`config.mk`:
```
export PLATFORM = sky130hd
export DESIGN_NAME = ssd_scan_controller
export DESIGN_NICKNAME = d
export VERILOG_FILES = /design/src/rtl/ssd_scan_controller.sv
export SDC_FILE = /design/constraint.sdc
export NUM_CORES = 1
export LEC_CHECK = 0
export CAP_MARGIN = 0
export CORE_MARGIN = 3
export CORE_UTILIZATION = 49
export CTS_BUF_LIST = sky130_fd_sc_hd__clkbuf_4 sky130_fd_sc_hd__clkbuf_8
export DETAILED_ROUTE_END_ITERATION = 7
export GPL_TIMING_DRIVEN = 0
export PLACE_DENSITY = 0.87
export SYNTH_ARGS = -nofsm -noshare
export SYNTH_HDL_FRONTEND = slang
export SYNTH_SLANG_ARGS = --single-unit
```
`constraint.sdc`:
```
create_clock -name Clk -period 1.9 [get_ports Clk]
set_input_delay 0.19 -clock Clk [delete_from_list [all_inputs] [get_ports Clk]]
set_output_delay 0.19 -clock Clk [all_outputs]
set_load 0.02 [all_outputs]
```
`src/rtl/ssd_scan_controller.sv`:
```
// Seven-segment scan engine: frame-coherent snapshot, per-digit enable/dp,
// leading-zero blanking, PWM brightness and anti-ghosting dead time.
module ssd_scan_controller #(
   parameter  int NUM_DIGITS  = 8,
   parameter  int SCAN_DIV_W  = 14,
   parameter  int BRIGHT_W    = 4,
   parameter  int DEAD_CYCLES = 16,
   localparam int IDX_W       = $clog2(NUM_DIGITS)
) (
   input  logic                    Clk,
   input  logic                    Reset,
   input  logic [4*NUM_DIGITS-1:0] digits_in,
   input  logic [NUM_DIGITS-1:0]   digit_en,
   input  logic [NUM_DIGITS-1:0]   dp_in,
   input  logic                    lz_suppress,
   input  logic [BRIGHT_W-1:0]     brightness,
   output logic [NUM_DIGITS-1:0]   An,
   output logic [7:0]              Cathodes,
   output logic [IDX_W-1:0]        scan_idx,
   output logic                    frame_tick
);

   logic [SCAN_DIV_W-1:0]   presc;
   logic                    load_pending;
   logic [4*NUM_DIGITS-1:0] sh_digits;
   logic [NUM_DIGITS-1:0]   sh_en;
   logic [NUM_DIGITS-1:0]   sh_dp;
   logic                    sh_lz;
   logic [BRIGHT_W-1:0]     sh_bright;

   logic                    presc_max;
   logic                    last_slot;
   logic                    load;
   logic [NUM_DIGITS-1:0]   lz_blank;
   logic [3:0]              nib;
   logic                    lit;
   logic [6:0]              seg;

   assign presc_max = &presc;
   assign last_slot = (scan_idx == IDX_W'(NUM_DIGITS - 1));
   assign load      = load_pending | (presc_max & last_slot);

   // Slot prescaler and digit index, wrapping at NUM_DIGITS-1.
   always_ff @(posedge Clk) begin
      if (Reset) begin
         presc    <= '0;
         scan_idx <= '0;
      end else begin
         presc <= presc + 1'b1;
         if (presc_max)
            scan_idx <= last_slot ? '0 : scan_idx + 1'b1;
      end
   end

   // Shadow snapshot at frame wrap (or first cycle after reset).
   always_ff @(posedge Clk) begin
      if (Reset) begin
         sh_digits    <= '0;
         sh_en        <= '0;
         sh_dp        <= '0;
         sh_lz        <= 1'b0;
         sh_bright    <= '0;
         load_pending <= 1'b1;
         frame_tick   <= 1'b0;
      end else begin
         frame_tick <= load;
         if (load) begin
            sh_digits    <= digits_in;
            sh_en        <= digit_en;
            sh_dp        <= dp_in;
            sh_lz        <= lz_suppress;
            sh_bright    <= brightness;
            load_pending <= 1'b0;
         end
      end
   end

   // Leading-zero mask: blank while every nibble from the top down is zero.
   always_comb begin
      logic zero_run;
      lz_blank = '0;
      zero_run = sh_lz;
      for (int i = NUM_DIGITS - 1; i >= 0; i--) begin
         zero_run    = zero_run & (sh_digits[4*i +: 4] == 4'h0);
         lz_blank[i] = zero_run & (i != 0);
      end
   end

   // Current slot nibble, lit window and segment font.
   always_comb begin
      nib = sh_digits[{scan_idx, 2'b00} +: 4];
      lit = sh_en[scan_idx]
          && (presc >= SCAN_DIV_W'(DEAD_CYCLES))
          && (presc[SCAN_DIV_W-1 -: BRIGHT_W] <= sh_bright);
      seg = 7'h7F;
      unique case (nib)
         4'h0: seg = 7'b0000001;
         4'h1: seg = 7'b1001111;
         4'h2: seg = 7'b0010010;
         4'h3: seg = 7'b0000110;
         4'h4: seg = 7'b1001100;
         4'h5: seg = 7'b0100100;
         4'h6: seg = 7'b0100000;
         4'h7: seg = 7'b0001111;
         4'h8: seg = 7'b0000000;
         4'h9: seg = 7'b0000100;
         4'hA: seg = 7'b0001000;
         4'hB: seg = 7'b1100000;
         4'hC: seg = 7'b0110001;
         4'hD: seg = 7'b1000010;
         4'hE: seg = 7'b0110000;
         4'hF: seg = 7'b0111000;
      endcase
      if (lz_blank[scan_idx])
         seg = 7'h7F;
   end

   // Registered pin drive; everything dark outside the lit window.
   always_ff @(posedge Clk) begin
      if (Reset) begin
         An       <= '1;
         Cathodes <= 8'hFF;
      end else if (lit) begin
         An       <= ~({{(NUM_DIGITS-1){1'b0}}, 1'b1} << scan_idx);
         Cathodes <= {seg, ~sh_dp[scan_idx]};
      end else begin
         An       <= '1;
         Cathodes <= 8'hFF;
      end
   end

endmodule
```
# ---- After elaboration in Yosys (flattened, before gate mapping)
# Memories as Yosys holds them, arrays and structs flattened. A register that Yosys moved wholly into a read port is not among the register bits.
# Index checks and enable logic that the tools add are counted.
# Widths: inputs -> output; s select.
dict set report op_classes {
  n_addsub 2
  magnitude_cmp 3
  n_eq_ne 1
  shifts 2
  mux 7
  bitwise 12
  reduce_logical 12
}
# operator count
set ops {}
lappend ops {{$shiftx 32x6->4} 1}
lappend ops {{$logic_not 4->1} 7}
lappend ops {{$add 14x1->14 const B} 1}
lappend ops {{$ge 14x5->1 const B} 1}
lappend ops {{$reduce_and 14->1} 1}
lappend ops {{$bmux 1 s3} 3}
lappend ops {{$and 1x1->1} 8}
lappend ops {{$not 8->8} 1}
lappend ops {{$shl 1x3->8 const A} 1}
lappend ops {{$le 4x4->1} 1}
lappend ops {{$lt 3x4->1 const B} 1}
lappend ops {{$add 3x1->3 const B} 1}
lappend ops {{$eq 3x3->1 const B} 1}
lappend ops {{$mux 1} 3}
lappend ops {{$mux 3} 1}
lappend ops {{$reduce_or 3->1} 1}
lappend ops {{$logic_and 1x1->1} 2}
lappend ops {{$not 1->1} 2}
lappend ops {{$reduce_or 2->1} 1}
lappend ops {{$or 1x1->1} 1}
dict set report word_totals {
  reg_bits 81
  rom_bits 112
  input_bits 55
  output_inout_bits 20
  elab_cells 51
  n_memories 1
}
# memory words width rd rd_ports_with_merged_regs wr line
set mem_list {}
lappend mem_list {{(no name shown)} 16 7 1 1 0 96} ;# unique case (nib)

# ---- Longest topological paths before layout
dict set report depth {
  ltp_word 11
  ltp_mapped 11
  mapped_depth_nobuf 9
}

# ---- Worst setup path before layout
# Ideal clock, no wire load.
dict set report synth_path {
  path_kind {register -> register}
  from {register scan_idx[1]}
  to {register Cathodes[4]}
  setup_time_ns 0.125
  arrival_time_ns 2.158
  required_ns 1.775
  slack_ns -0.383
  stages_incl_launch_ff 11
  path_buffers 2
  synth_period_minus_slack_ns 2.283
  path_cell_list {dfxtp_1 > buf_2 > buf_2 > mux2i_1 > o22ai_1 > nor2_1 > inv_1 > ha_1 > mux2_4 > mux2i_1 > nand2_1}
}
dict set report synth_between {
  elab_chain_cells 6
  elab_cells_between_ends 9
  classes_between {shift (1); mux (4); bitwise (1); reduce/logical (3)}
}
# item line
set synth_lines {}
lappend synth_lines {{from (decl)} 19} ;# output logic [IDX_W-1:0] scan_idx,
lappend synth_lines {{from (signal assigned)} 51} ;# scan_idx <= last_slot ? '0 : scan_idx + 1'b1;
lappend synth_lines {{$bmux 1 s3} 92} ;# lit = sh_en[scan_idx]
lappend synth_lines {{$mux 1 (implied by the code)} 92}
lappend synth_lines {{$logic_and 1x1->1} 93} ;# && (presc >= SCAN_DIV_W'(DEAD_CYCLES))
lappend synth_lines {{$logic_and 1x1->1} 94} ;# && (presc[SCAN_DIV_W-1 -: BRIGHT_W] <= sh_bright);
lappend synth_lines {{$not 1->1 (no source line)} n/a}
lappend synth_lines {{$reduce_or 3->1 (no source line)} n/a}
lappend synth_lines {{to (decl)} 18} ;# output logic [7:0] Cathodes,
# Several ways; a longest one is shown, not always the timed one. The select of a mux whose other input is x is not followed.
# A chain may end at the register's enable or synchronous reset.

# ---- Worst setup path in the final report
dict set report layout_path {
  from {register scan_idx[0]}
  to {register Cathodes[4]}
}
# Same word-level chain as after synthesis.

==> results.toml <==
[global_routing]
grt_first_pass_wirelength_um = 17500
grt_pass1_vias = 3672
track_usage_pct = 24.9
overflow = 0
grt_max_degree = 14
grt_antenna_before_repair = 0

[setup_path]
crit_top_cell = "mux2_4"
r2r_cells = 6
cp.arrival_ns = 2.28
worst_ep_required_time_ns = 2.15
worstPathMaxFanout = 5
cp_top_family = "multiplexers"
crit_start = "scan_idx[0]"
reg2reg_to = "Cathodes[4]"
crit_path_end_kind = "flip-flop"
startpoint_type = "flip-flop"
regToRegSetupSlack_ns = -0.12
crit_cells = 6
path_class = "flip-flop to flip-flop"
slowest_stage = "mux4_2"
cp_slowest_stage_delay_ns = 0.55
crit_chain = "buf_12 > mux4_2 > mux2_4 > mux2_4 > mux2i_1 > nand2_1"
critPathBufInv = 1
reg2reg_from = "scan_idx[0]"
setup.worst_path.end = "Cathodes[4]"

[floorplanning]
die_area_mm2 = 0.00913
die_w_um = 95.5
fp.dieH_um = 95.5
row_count = 32
io_pins = 75
initial_core_util_pct = 50.6
core-area_mm2 = 0.00777

[timing]
fin_crit_ns = 2.02
relSlewSlack_pct = 58.7
whs_ns = 0.253
rsz0062_at_grt = "yes"
setup_slack_ns = -0.123
worstMarginPinSlew_ns = 0.620
finalCritPeriodShare_pct = 106
fin_worst_skew_ns = 0.0150
slew_violations = 0
fmax_ghz = 0.494
hold_viol_final = 0
finalSetupViolCount = 14

[clock_tree]
worstSkewPairLatency_ns = 0.37
htree_levels = 3
clk_pin_slew_ns = 0.09
cts_tree = "built"
cts_hold_buf = 0
clockBufferDepth = 2
cts_buffers = 9
clock-root-buffer = "clkbuf_8"
clock_sinks = 88

[yosys]
synth_edf_count = 0
synth_seq_cells = 88
async_flop_share_pct = 0
netlist_area_mm2 = 0.00393
ys_seq_area_share_pct = 44.9
synth_cell_types = 47
synth_cells = 456
yosys.area.top_type = "dfxtp_1"
yosys.area.top_type_share_pct = 44.9
synth-main-ff-cell = "dfxtp_1"
syn_nets = 529
yosys-top-cells-area = "dfxtp_1 45%, nand2_1 13%, a21oi_1 7.5%, ha_1 5.7%, mux2i_1 3.6%"
yosys_warnings = 0
syn_area_per_cell_um2 = 8.61

[route]
routed_wl_um = 11700
vias = 3863
drc = 0
firstDrtPassIters = 6
viasPerCell = 5.76
wl_per_cell_um = 17.4
drtAntennaViolNets = 0
dr.first_iter.drc_count = 299

[pwr]
irDropWorstVdd_mv = 0.367
p_leak_nw = 2.10
powerDensity_mw_per_mm2 = 664

[placement]
dp_slack_ns = -0.448
portBuffers = 73
gp_congestion = 0.830
place_hpwl_um = 7080

[run]
maxCapViolCount = 0

[finish]
insertedDiodeCount = 0
syn2layout_area_growth_pct = 39.3
drive_above_1_share_pct = 19.5
nets = 638

[hold_path]
hp-class = "primary input to flip-flop"

[status]
outcome = "finished, violations left"
violations = "setup timing"
[routing by layer]
layer  up-vias  part of all wire (%)  global-route usage, %
li1       1753                     -                      -
met1      1820                    38                   29.7
met2       233                    49                   43.1
met3        57                   7.8                   3.63
met4         0                   4.4                   12.9
met5         -                     0                      0
[per-stage QoR]
stage,total power [W],util (%),instance area (um2),TNS [ns],instances
floorplan,0.00221,-,3980,-0.0414,456
global placement,0.00237,62.3,4840,-17.76,631
detailed placement,0.00239,62.3,4840,-22.89,631
CTS,0.00357,69.4,5390,-0.182,669
global route,0.00376,70.4,5470,-2.49,671
finish,0.00363,70.4,5470,-0.825,671
[timing repair]
action / CTS / global route
endpoints found under the setup margin: 63 / 63
cloned: 1 / 0
pin swaps: 11 / 4
buffers inserted: 22 / 3
gates resized for setup: 50 / 28
[synthesized netlist by cell type (all sizes together), types with 3 or more instances]
master / n
a21oi: 59
and2: 8
and3: 3
buf: 10
clkbuf: 15
dfxtp: 88
ha: 18
inv: 16
mux2: 3
mux2i: 14
mux4: 8
nand2: 131
nand3: 8
nand4: 3
nor2: 21
nor3: 4
nor4: 9
o221ai: 4
xnor2: 6
xor2: 6
[state kept, by name, indices dropped and copies added, names as in the netlist]
| name | cells |
|---|---|
| sh_dp | 8 |
| sh_digits | 32 |
| frame_tick | 1 |
| load_pending | 1 |
| sh_lz | 1 |
| presc | 14 |
| sh_en | 8 |
| scan_idx | 3 |
| sh_bright | 4 |
| An | 8 |
| Cathodes | 8 |
[cell families after synthesis]
logic type	Yosys count	synth area share (%)
multiplexers	25	9.40
AND/OR/NAND/NOR	193	20.9
XOR/XNOR	12	2.68
buffers and inverters	41	4.40
AO/OA/AOI/OAI	79	12.1
adder cells (fa/ha/maj)	18	5.73
flip-flops	88	44.9
[where the power goes]
group          internal, W  leakage [nW]  switching [W]
clock             0.000550        0.0917       0.000650
sequential         0.00191         0.725      0.0000583
combinational     0.000246          1.28       0.000219
[final cells by class]
cell class | instances | area [um2]
fill | 520 | 2300
multi-input combinational | 327 | 2180
sequential | 88 | 1780
timing repair buffer | 98 | 938
buffer | 25 | 214
clock buffer | 12 | 159
tap | 102 | 128
inverter | 16 | 60.1
clock inverter | 3 | 17.5
[layout by cell type, fill, tap and decap left out, types with 4 or more instances in the layout]
cell             instances
nor2_1                  17
a21oi_1                 57
dfxtp_1                 81
and2_1                   6
clkdlybuf4s50_1         73
xor2_1                   6
nor4_1                   8
clkbuf_8                13
inv_1                   11
clkbuf_1                 9
ha_2                     5
mux2i_2                  4
buf_6                    4
nand2_1                131
mux2i_1                  9
xnor2_1                  6
buf_4                   28
dfxtp_2                  5
ha_1                    12
mux4_2                   7
nand3_1                  6
inv_2                    5
[worst min path at each step]
| stage | from | endpoint | slack [ns] | depth (start not counted) |
|---|---|---|---|---|
| finish | Reset | presc[1] | 0.25 | 2 |
| global route | Reset | presc[1] | 0.29 | 2 |
| CTS | Reset | presc[1] | 0.29 | 2 |
| detailed placement | sh_en[5] | sh_en[5] | 0.44 | 2 |
| global placement | presc[0] | presc[0] | 0.43 | 1 |
| floorplan | brightness[0] | sh_bright[0] | 0.33 | 2 |
Power figures use the tool's default switching activity.
